--- config.mk ---
export PLATFORM = sky130hd
export DESIGN_NAME = multicycle_controller_flat
export DESIGN_NICKNAME = d
export VERILOG_FILES = /design/src/rtl/multicycle_controller_if.sv /design/src/rtl/multicycle_controller.sv /design/src/flat_wrapper.sv
export SDC_FILE = /design/constraint.sdc
export NUM_CORES = 1
export LEC_CHECK = 0
export CORE_ASPECT_RATIO = 1.1
export CORE_MARGIN = 1.5
export CORE_UTILIZATION = 39
export DETAILED_ROUTE_END_ITERATION = 8
export PLACE_DENSITY = 0.77
export SLEW_MARGIN = 0
export SYNTH_ARGS = -nofsm -noshare
export SYNTH_HDL_FRONTEND = slang
export SYNTH_SLANG_ARGS = --single-unit
--- constraint.sdc ---
create_clock -name clk -period 2.1 [get_ports clk]
set_input_delay 0.42 -clock clk [delete_from_list [all_inputs] [get_ports clk]]
set_output_delay 0.42 -clock clk [all_outputs]
set_load 0.02 [all_outputs]
--- src/rtl/multicycle_controller_if.sv ---
// Control bundle between the multicycle ARM controller and its shared datapath.
// instr is declared [31:12] so field slices keep their architectural bit numbers.
interface multicycle_controller_if #(
  parameter int unsigned ALUC_W = 2
);
  logic [31:12]      instr;
  logic [3:0]        alu_flags;
  logic              pc_write;
  logic              adr_src;
  logic              mem_write;
  logic              ir_write;
  logic [1:0]        result_src;
  logic [ALUC_W-1:0] alu_control;
  logic              alu_src_a;
  logic [1:0]        alu_src_b;
  logic [1:0]        imm_src;
  logic              reg_write;
  logic [1:0]        reg_src;

  // Controller side
  modport master (
    input  instr, alu_flags,
    output pc_write, adr_src, mem_write, ir_write, result_src, alu_control,
           alu_src_a, alu_src_b, imm_src, reg_write, reg_src
  );

  // Datapath side
  modport slave (
    output instr, alu_flags,
    input  pc_write, adr_src, mem_write, ir_write, result_src, alu_control,
           alu_src_a, alu_src_b, imm_src, reg_write, reg_src
  );
endinterface

--- src/rtl/multicycle_controller.sv ---
// Multicycle ARM control unit: main FSM, ALU decode, NZCV flag register and
// condition check. Each instruction walks 3-5 states over a shared datapath.
module multicycle_controller #(
  parameter int unsigned ALUC_W      = 2,
  parameter bit          SUPPORT_CMP = 1'b1
) (
  input  logic                    clk,
  input  logic                    reset,
  multicycle_controller_if.master bus
);

  // Internal ALU op is at least 3 bits wide so EOR (4) is representable.
  localparam int unsigned OpW = (ALUC_W > 3) ? ALUC_W : 3;

  typedef enum logic [3:0] {
    StFetch, StDecode, StMemAdr, StMemRd, StMemWr,
    StMemWb, StExecR, StExecI, StAluWb, StBranch
  } state_e;

  state_e         state_q, state_d;
  logic [3:0]     flags_q, flags_d;

  logic [3:0]     cond;
  logic [1:0]     op;
  logic           funct5;
  logic [3:0]     cmd;
  logic           s_bit;
  logic           rd_is_pc;
  logic [OpW-1:0] alu_op;
  logic [1:0]     flag_w;
  logic           no_write;
  logic           cond_ex;
  logic           in_exec;
  logic           unused_rn;

  assign cond      = bus.instr[31:28];
  assign op        = bus.instr[27:26];
  assign funct5    = bus.instr[25];
  assign cmd       = bus.instr[24:21];
  assign s_bit     = bus.instr[20];
  assign rd_is_pc  = (bus.instr[15:12] == 4'hf);
  assign unused_rn = ^bus.instr[19:16];
  assign in_exec   = (state_q == StExecR) || (state_q == StExecI);

  // State register: reset aborts the current instruction and returns to fetch.
  always_ff @(posedge clk or negedge reset) begin
    if (!reset) begin
      state_q <= StFetch;
    end else begin
      state_q <= state_d;
    end
  end

  // Flag register.
  always_ff @(posedge clk or negedge reset) begin
    if (!reset) begin
      flags_q <= 4'b0000;
    end else begin
      flags_q <= flags_d;
    end
  end

  // Next-state sequencing.
  always_comb begin
    state_d = state_q;
    unique case (state_q)
      StFetch:  state_d = StDecode;
      StDecode: begin
        case (op)
          2'b00:   state_d = funct5 ? StExecI : StExecR;
          2'b01:   state_d = StMemAdr;
          2'b10:   state_d = StBranch;
          default: state_d = StFetch;
        endcase
      end
      StMemAdr: state_d = s_bit ? StMemRd : StMemWr;  // instr[20] is L for memory ops
      StMemRd:  state_d = StMemWb;
      StMemWr:  state_d = StFetch;
      StMemWb:  state_d = StFetch;
      StExecR:  state_d = StAluWb;
      StExecI:  state_d = StAluWb;
      StAluWb:  state_d = StFetch;
      StBranch: state_d = StFetch;
      default:  state_d = StFetch;
    endcase
  end

  // ALU operation decode and flag-write enables.
  always_comb begin
    alu_op = OpW'(0);
    case (cmd)
      4'b0100:          alu_op = OpW'(0);
      4'b0010, 4'b1010: alu_op = OpW'(1);
      4'b0000:          alu_op = OpW'(2);
      4'b1100:          alu_op = OpW'(3);
      4'b0001:          alu_op = (ALUC_W >= 3) ? OpW'(4) : OpW'(0);
      default:          alu_op = OpW'(0);
    endcase
    flag_w[1] = s_bit;
    flag_w[0] = s_bit && ((alu_op == OpW'(0)) || (alu_op == OpW'(1)));
    no_write  = SUPPORT_CMP && s_bit && (cmd == 4'b1010);
  end

  // ARM condition check against the registered flags {N,Z,C,V}.
  always_comb begin
    unique case (cond)
      4'b0000: cond_ex = flags_q[2];
      4'b0001: cond_ex = ~flags_q[2];
      4'b0010: cond_ex = flags_q[1];
      4'b0011: cond_ex = ~flags_q[1];
      4'b0100: cond_ex = flags_q[3];
      4'b0101: cond_ex = ~flags_q[3];
      4'b0110: cond_ex = flags_q[0];
      4'b0111: cond_ex = ~flags_q[0];
      4'b1000: cond_ex = flags_q[1] & ~flags_q[2];
      4'b1001: cond_ex = ~flags_q[1] | flags_q[2];
      4'b1010: cond_ex = (flags_q[3] == flags_q[0]);
      4'b1011: cond_ex = (flags_q[3] != flags_q[0]);
      4'b1100: cond_ex = ~flags_q[2] & (flags_q[3] == flags_q[0]);
      4'b1101: cond_ex = flags_q[2] | (flags_q[3] != flags_q[0]);
      4'b1110: cond_ex = 1'b1;
      default: cond_ex = 1'b0;
    endcase
  end

  // Flag update at the end of an executed EXEC cycle; NZ and CV gated separately.
  always_comb begin
    flags_d = flags_q;
    if (in_exec && cond_ex) begin
      if (flag_w[1]) flags_d[3:2] = bus.alu_flags[3:2];
      if (flag_w[0]) flags_d[1:0] = bus.alu_flags[1:0];
    end
  end

  // Per-state control outputs; write enables are forced low while in reset.
  always_comb begin
    bus.pc_write    = 1'b0;
    bus.adr_src     = 1'b0;
    bus.mem_write   = 1'b0;
    bus.ir_write    = 1'b0;
    bus.result_src  = 2'b00;
    bus.alu_control = '0;
    bus.alu_src_a   = 1'b0;
    bus.alu_src_b   = 2'b00;
    bus.reg_write   = 1'b0;
    bus.imm_src     = op;
    bus.reg_src     = {op == 2'b01, op == 2'b10};
    unique case (state_q)
      StFetch: begin
        bus.ir_write   = 1'b1;
        bus.alu_src_a  = 1'b1;
        bus.alu_src_b  = 2'b10;
        bus.result_src = 2'b10;
        bus.pc_write   = 1'b1;
      end
      StDecode: begin
        bus.alu_src_a  = 1'b1;
        bus.alu_src_b  = 2'b10;
        bus.result_src = 2'b10;
      end
      StMemAdr: bus.alu_src_b = 2'b01;
      StMemRd:  bus.adr_src = 1'b1;
      StMemWr: begin
        bus.adr_src   = 1'b1;
        bus.mem_write = cond_ex;
      end
      StMemWb: begin
        bus.result_src = 2'b01;
        if (rd_is_pc) bus.pc_write  = cond_ex;
        else          bus.reg_write = cond_ex;
      end
      StExecR: bus.alu_control = alu_op[ALUC_W-1:0];
      StExecI: begin
        bus.alu_src_b   = 2'b01;
        bus.alu_control = alu_op[ALUC_W-1:0];
      end
      StAluWb: begin
        if (rd_is_pc) bus.pc_write  = cond_ex;
        else          bus.reg_write = cond_ex & ~no_write;
      end
      StBranch: begin
        bus.alu_src_b  = 2'b01;
        bus.result_src = 2'b10;
        bus.pc_write   = cond_ex;
      end
      default: ;
    endcase
    if (!reset) begin
      bus.pc_write  = 1'b0;
      bus.mem_write = 1'b0;
      bus.ir_write  = 1'b0;
      bus.reg_write = 1'b0;
    end
  end

endmodule

--- src/flat_wrapper.sv ---
// flat-port wrapper written by rule: the top's interface ports become plain ports
module multicycle_controller_flat 
#(
  parameter int unsigned ALUC_W      = 2,
  parameter bit          SUPPORT_CMP = 1'b1
)
  (clk, reset, bus_instr, bus_alu_flags, bus_pc_write, bus_adr_src, bus_mem_write, bus_ir_write, bus_result_src, bus_alu_control, bus_alu_src_a, bus_alu_src_b, bus_imm_src, bus_reg_write, bus_reg_src);
  multicycle_controller_if #(.ALUC_W(ALUC_W)) bus_i ();
  input  logic clk;
  input  logic reset;
  input wire logic [$bits(bus_i.instr)-1:0] bus_instr;
  input wire logic [$bits(bus_i.alu_flags)-1:0] bus_alu_flags;
  output wire logic [$bits(bus_i.pc_write)-1:0] bus_pc_write;
  output wire logic [$bits(bus_i.adr_src)-1:0] bus_adr_src;
  output wire logic [$bits(bus_i.mem_write)-1:0] bus_mem_write;
  output wire logic [$bits(bus_i.ir_write)-1:0] bus_ir_write;
  output wire logic [$bits(bus_i.result_src)-1:0] bus_result_src;
  output wire logic [$bits(bus_i.alu_control)-1:0] bus_alu_control;
  output wire logic [$bits(bus_i.alu_src_a)-1:0] bus_alu_src_a;
  output wire logic [$bits(bus_i.alu_src_b)-1:0] bus_alu_src_b;
  output wire logic [$bits(bus_i.imm_src)-1:0] bus_imm_src;
  output wire logic [$bits(bus_i.reg_write)-1:0] bus_reg_write;
  output wire logic [$bits(bus_i.reg_src)-1:0] bus_reg_src;
  assign bus_i.instr = bus_instr;
  assign bus_i.alu_flags = bus_alu_flags;
  assign bus_pc_write = bus_i.pc_write;
  assign bus_adr_src = bus_i.adr_src;
  assign bus_mem_write = bus_i.mem_write;
  assign bus_ir_write = bus_i.ir_write;
  assign bus_result_src = bus_i.result_src;
  assign bus_alu_control = bus_i.alu_control;
  assign bus_alu_src_a = bus_i.alu_src_a;
  assign bus_alu_src_b = bus_i.alu_src_b;
  assign bus_imm_src = bus_i.imm_src;
  assign bus_reg_write = bus_i.reg_write;
  assign bus_reg_src = bus_i.reg_src;
  multicycle_controller #(.ALUC_W(ALUC_W), .SUPPORT_CMP(SUPPORT_CMP)) u_core (.clk(clk), .reset(reset), .bus(bus_i));
endmodule
[Word level (Yosys, flattened, before mapping)]
Cells that the tools add are included.
Word-level totals
  register bits: 8
  input bits: 26
  word-level logic and storage cells: 86
  output and inout port bits: 16
Operators by class
  equal/unequal tests: 32
  reduce and logical (&&, ||, !) cells: 19
  bitwise operators: 10
  mux-type cells: 22
Operators with widths (count)
  4-bit equality test (second input constant): 12
  4-bit by 3-bit equality test with 1-bit output (second input constant): 8
  4-bit by 2-bit equality test with 1-bit output (second input constant): 5
  4-bit case mux with 5 select lines: 1
  1-bit case mux with 15 select lines: 1
  4-bit zero test: 3
  1-bit two-way mux: 12
  4-bit case mux with 3 select lines: 1
  2-bit OR reduction: 5
  4-bit by 1-bit equality test with 1-bit output (second input constant): 2
  2-bit case mux with 2 select lines: 2
  2-bit case mux with 3 select lines: 1
  3-bit OR reduction: 2
  1-bit NOT: 5
  2-bit by 1-bit equality test with 1-bit output (second input constant): 2
  2-bit AND reduction: 2
  1-bit bitwise AND: 3
  1-bit logical AND: 3
  3-bit zero test: 1
  3-bit two-way mux: 1
  1-bit case mux with 3 select lines: 1
  2-bit equality test (second input constant): 1
  2-bit zero test: 1
  1-bit logical OR: 2
  other kinds (5): 6

[Longest topological paths before layout]
  depth after elaboration: 7
  depth in mapped cells: 7

[Least setup slack after synthesis]
Ideal clock, no wire load.
  kind: register -> output
  from: register u_core.state_q[2]
  to: output port bus_pc_write
  cell stages (with the launch flop): 6
  path buffers: 2
  setup slack: -436 ps
  arrival: 2116 ps
  cells stage by stage: dfrtp_1 clkbuf_1 or2_2 clkbuf_1 nor4b_1 o21bai_1
Between the ends
  word-level cells in the longest chain between the ends: 4
RTL lines
  start, declared: RTL line multicycle_controller.sv:20  | state_e state_q, state_d;
  start signal, assigned: RTL line multicycle_controller.sv:48  | state_q <= StFetch;
  start signal, assigned: RTL line multicycle_controller.sv:50  | state_q <= state_d;
  4-bit by 3-bit equality test with 1-bit output / 4-bit equality test (equally long branches): RTL line multicycle_controller.sv:148  | unique case (state_q)
  2-bit OR reduction (no source line)
  1-bit case mux with 3 select lines *: RTL line multicycle_controller.sv:148
  1-bit two-way mux *: RTL line multicycle_controller.sv:188  | if (!reset) begin
  end, declared: RTL line flat_wrapper.sv:13  | output wire logic [$bits(bus_i.pc_write)-1:0] bus_pc_write;
Every way passes the cells marked *; elsewhere a longest branch is shown, timed or not.

[Worst setup path in the final report]
  from: input port bus_instr[19]
  to: output port bus_pc_write
Between the ends
  word-level cells in the longest chain between the ends: 5
RTL lines
  start, declared: RTL line flat_wrapper.sv:11  | input wire logic [$bits(bus_i.instr)-1:0] bus_instr;
  4-bit equality test (tied with other cells): RTL line multicycle_controller.sv:106  | unique case (cond)
  1-bit case mux with 15 select lines *: RTL line multicycle_controller.sv:106
  1-bit two-way mux: RTL line multicycle_controller.sv:169, multicycle_controller.sv:178
  1-bit case mux with 3 select lines *: RTL line multicycle_controller.sv:148
  1-bit two-way mux *: RTL line multicycle_controller.sv:188
Marks and branches as above.

==> flow_summary.json <==
{
  "status": "complete, but fails checks",
  "violations": "negative setup slack",
  "start_util": 0.411,
  "total_leakage_power_nw": 0.679,
  "synth-compound-area-share": 0.212,
  "worst_path_max_delay_cell": "a311o_1",
  "finalCriticalPeriod_ns": 2.32,
  "coreArea_um2": 2000,
  "row_count": 17,
  "cp_max_fo": 8,
  "grt_max_degree": 12,
  "critPathMaxStageDelay_ns": 0.37,
  "grt_overflow": 0,
  "clock-root-buffer": "clkbuf_4",
  "endpoint_kind": "output pin",
  "worst_pin_slew_ns": 0.258,
  "p_per_area_nw_per_um2": 1070,
  "ys_seq_elements": 8,
  "detailed_place_hpwl_mm": 2.03,
  "rr_worst_depth": 8,
  "drive_gt1_frac": 0.373,
  "drc": 0,
  "critPathTopFamily": "compound AO/OA/AOI/OAI gates",
  "crit_chain": "clkdlybuf4s15_2 -> and2_2 -> a311o_1 -> a21oi_2 -> o211ai_2 -> nand3b_1 -> o21bai_2 -> buf_6",
  "routed_wl_mm": 2.62,
  "seq_area_frac_synth": 0.244,
  "syn_avg_cell_area_um2": 7.83,
  "vias_per_cell": 5.25,
  "synth-simple-area-share": 0.355,
  "die_area_um2": 2390,
  "skew_ns": 0.000419,
  "synth-edff-count": 0,
  "crit_arrival_ns": 1.90,
  "wl_per_cell_um": 13.5,
  "grt_pass1_vias": 1027,
  "r2r_slack_ns": 0.06,
  "synth_top_family_by_area": "simple AND/OR/NAND/NOR gates",
  "num_vias": 1018,
  "grt_antenna_before_repair": 0,
  "io_pins": 42,
  "maxSlewViolCount": 0,
  "drt-pass1-iter-count": 4,
  "hold_violations": 0,
  "grt_first_pass_wirelength_mm": 4.23,
  "diodes": 0,
  "cts_sinks": 8,
  "r2r_end": "u_core.flags_q[2]",
  "place.gp.congestion": 0.844,
  "synthFlopType": "dfrtp_1",
  "synthMuxAreaShare": 0.0928,
  "drt_iter0_markers": 19,
  "fin_crit_sh": 1.10,
  "die_w_um": 46.8,
  "yosys_warnings": 0,
  "cts_hold_buf": 0,
  "synthXorXnorAreaFrac": 0.0213,
  "stdcell_count": 194,
  "p_total_w": 0.00156,
  "worst_slack_ns": -0.216,
  "timing.slew.headroom": 0.825,
  "die_h_um": 51.2,
  "cap_viol_max_count": 0,
  "max-vdd-ir-drop_uv": 895,
  "area_growth_pct": 77.3,
  "synthAdderAreaFrac": 0,
  "syn_inst": 105,
  "clkTransAtPathRegs_ns": 0.06,
  "grt_util_all_layers": 0.240,
  "cts_tree": "done",
  "rsz0062_at_grt": "yes",
  "cts_made_buffers": 3,
  "ant_nets": 0,
  "hold_class": "input pin to async pin",
  "syn_area_um2": 822,
  "setup_viol": 3,
  "synth_cell_types": 43,
  "reg2reg_from": "u_core.flags_q[0]",
  "async_reset_ff_frac": 1.00,
  "worstPathRequired_ns": 1.68,
  "clockBufferDepth": 2,
  "clk_latency_ns": 0.26,
  "layout.nets": 194,
  "port_buffers": 37,
  "fmax_ghz": 0.432,
  "fillers": 184,
  "start_kind": "input pin",
  "dp_cells": 190,
  "cts_max_level": 1,
  "cp_num_buf_inv": 2,
  "crit_type": "input pin to output pin",
  "synth.net_count": 131
}
-- flip-flops by register name, summed over array words and instances, names as in the netlist --
| register | flops |
|---|---|
| u_core.state_q | 4 |
| u_core.flags_q | 4 |
-- power by group --
part | leakage [nW] | total, W | switching (W) | internal (W)
clock network | 0.0138 | 0.000126 | 0.0000600 | 0.0000659
registers | 0.0999 | 0.000348 | 0.000117 | 0.000231
logic | 0.565 | 0.00108 | 0.000536 | 0.000548
total | 0.679 | 0.00156 | 0.000713 | 0.000845
-- cell usage after synthesis, drive strengths merged (2+ instances only) --
master / n / share of area
a21oi: 8 / 0.053
buf: 5 / 0.044
clkbuf: 4 / 0.018
dfrtp: 8 / 0.24
inv: 3 / 0.014
mux2: 5 / 0.068
mux2i: 2 / 0.024
nand2: 5 / 0.023
nand2b: 3 / 0.023
nand3: 2 / 0.012
nand3b: 2 / 0.018
nor2: 16 / 0.073
nor2b: 5 / 0.038
nor3: 4 / 0.024
nor3b: 3 / 0.041
nor4b: 2 / 0.029
o21ai: 7 / 0.043
o41ai: 2 / 0.021
-- worst max-delay path by stage --
stage,start,end,slack (ns),cells after the start
floorplan,bus_instr[17],bus_mem_write,-0.04,7
global placement,bus_instr[18],bus_pc_write,-0.97,8
detailed placement,bus_instr[17],bus_pc_write,-1.0,9
CTS,u_core.flags_q[2],bus_mem_write,-0.28,7
global route,bus_instr[19],bus_pc_write,-0.30,8
finish,bus_instr[19],bus_pc_write,-0.22,8
-- area by class of cell --
class | count | area (um2) | area share
flip-flops and latches | 8 | 204 | 0.140
well taps | 28 | 35.0 | 0.0240
clock buffers | 3 | 22.5 | 0.0155
inverters | 3 | 11.3 | 0.00773
repair buffers | 67 | 573 | 0.393
multi-input cells | 85 | 612 | 0.420
-- metal layers --
layer / track usage / up-vias / wire, um
met1: 0.254 / 479 / 1030
met5: 0 / - / 0
li1: - / 502 / -
met3: 0.0318 / 5 / 127
met4: 0.0880 / 0 / 29
met2: 0.454 / 32 / 1430
-- layout by cell type (no fill, tap or decap), types with 2 or more instances in the layout --
master / synthesis / final
a21oi_1: 7 / 7
buf_2: 2 / 4
buf_4: 2 / 30
buf_6: 1 / 3
clkbuf_4: 0 / 3
clkdlybuf4s15_2: 0 / 2
clkdlybuf4s50_1: 0 / 18
dfrtp_1: 8 / 5
dfrtp_2: 0 / 3
dlygate4sd2_1: 0 / 9
inv_1: 3 / 3
mux2_1: 2 / 2
mux2_2: 3 / 3
mux2i_1: 2 / 2
nand2_1: 5 / 4
nand2b_1: 3 / 3
nand3b_1: 2 / 2
nor2_1: 16 / 15
nor2b_1: 5 / 4
nor3_1: 4 / 3
nor3b_1: 2 / 2
nor4b_4: 0 / 2
o21ai_0: 7 / 7
o41ai_1: 2 / 2
-- timing repair --
item                                    in CTS  in global routing
endpoints found under the setup margin      18                  8
resized for setup                           58                  2
pin swaps                                   10                  6
buffers inserted                             1                  0
-- logic make-up after synthesis --
logic type             count (synthesis)
XOR/XNOR                               2
multiplexers                           7
AND/OR/NAND/NOR                       50
AO/OA/AOI/OAI                         26
buffers and inverters                 12
flip-flops                             8
-- stage by stage --
| stage | hold slack, ns | TNS (ns) | util | instance area [um2] | worst slack, ns |
|---|---|---|---|---|---|
| after floorplan | 0.124 | -0.0556 | - | 848 | -0.0429 |
| after global placement | 0.554 | -5.51 | 0.710 | 1420 | -0.970 |
| after detailed placement | 0.565 | -5.84 | 0.710 | 1420 | -0.999 |
| after CTS | 0.546 | -0.695 | 0.725 | 1450 | -0.279 |
| after global routing | 0.545 | -0.931 | 0.729 | 1460 | -0.304 |
| final | 0.527 | -0.620 | 0.729 | 1460 | -0.216 |
(Power assumes the default switching activity.)
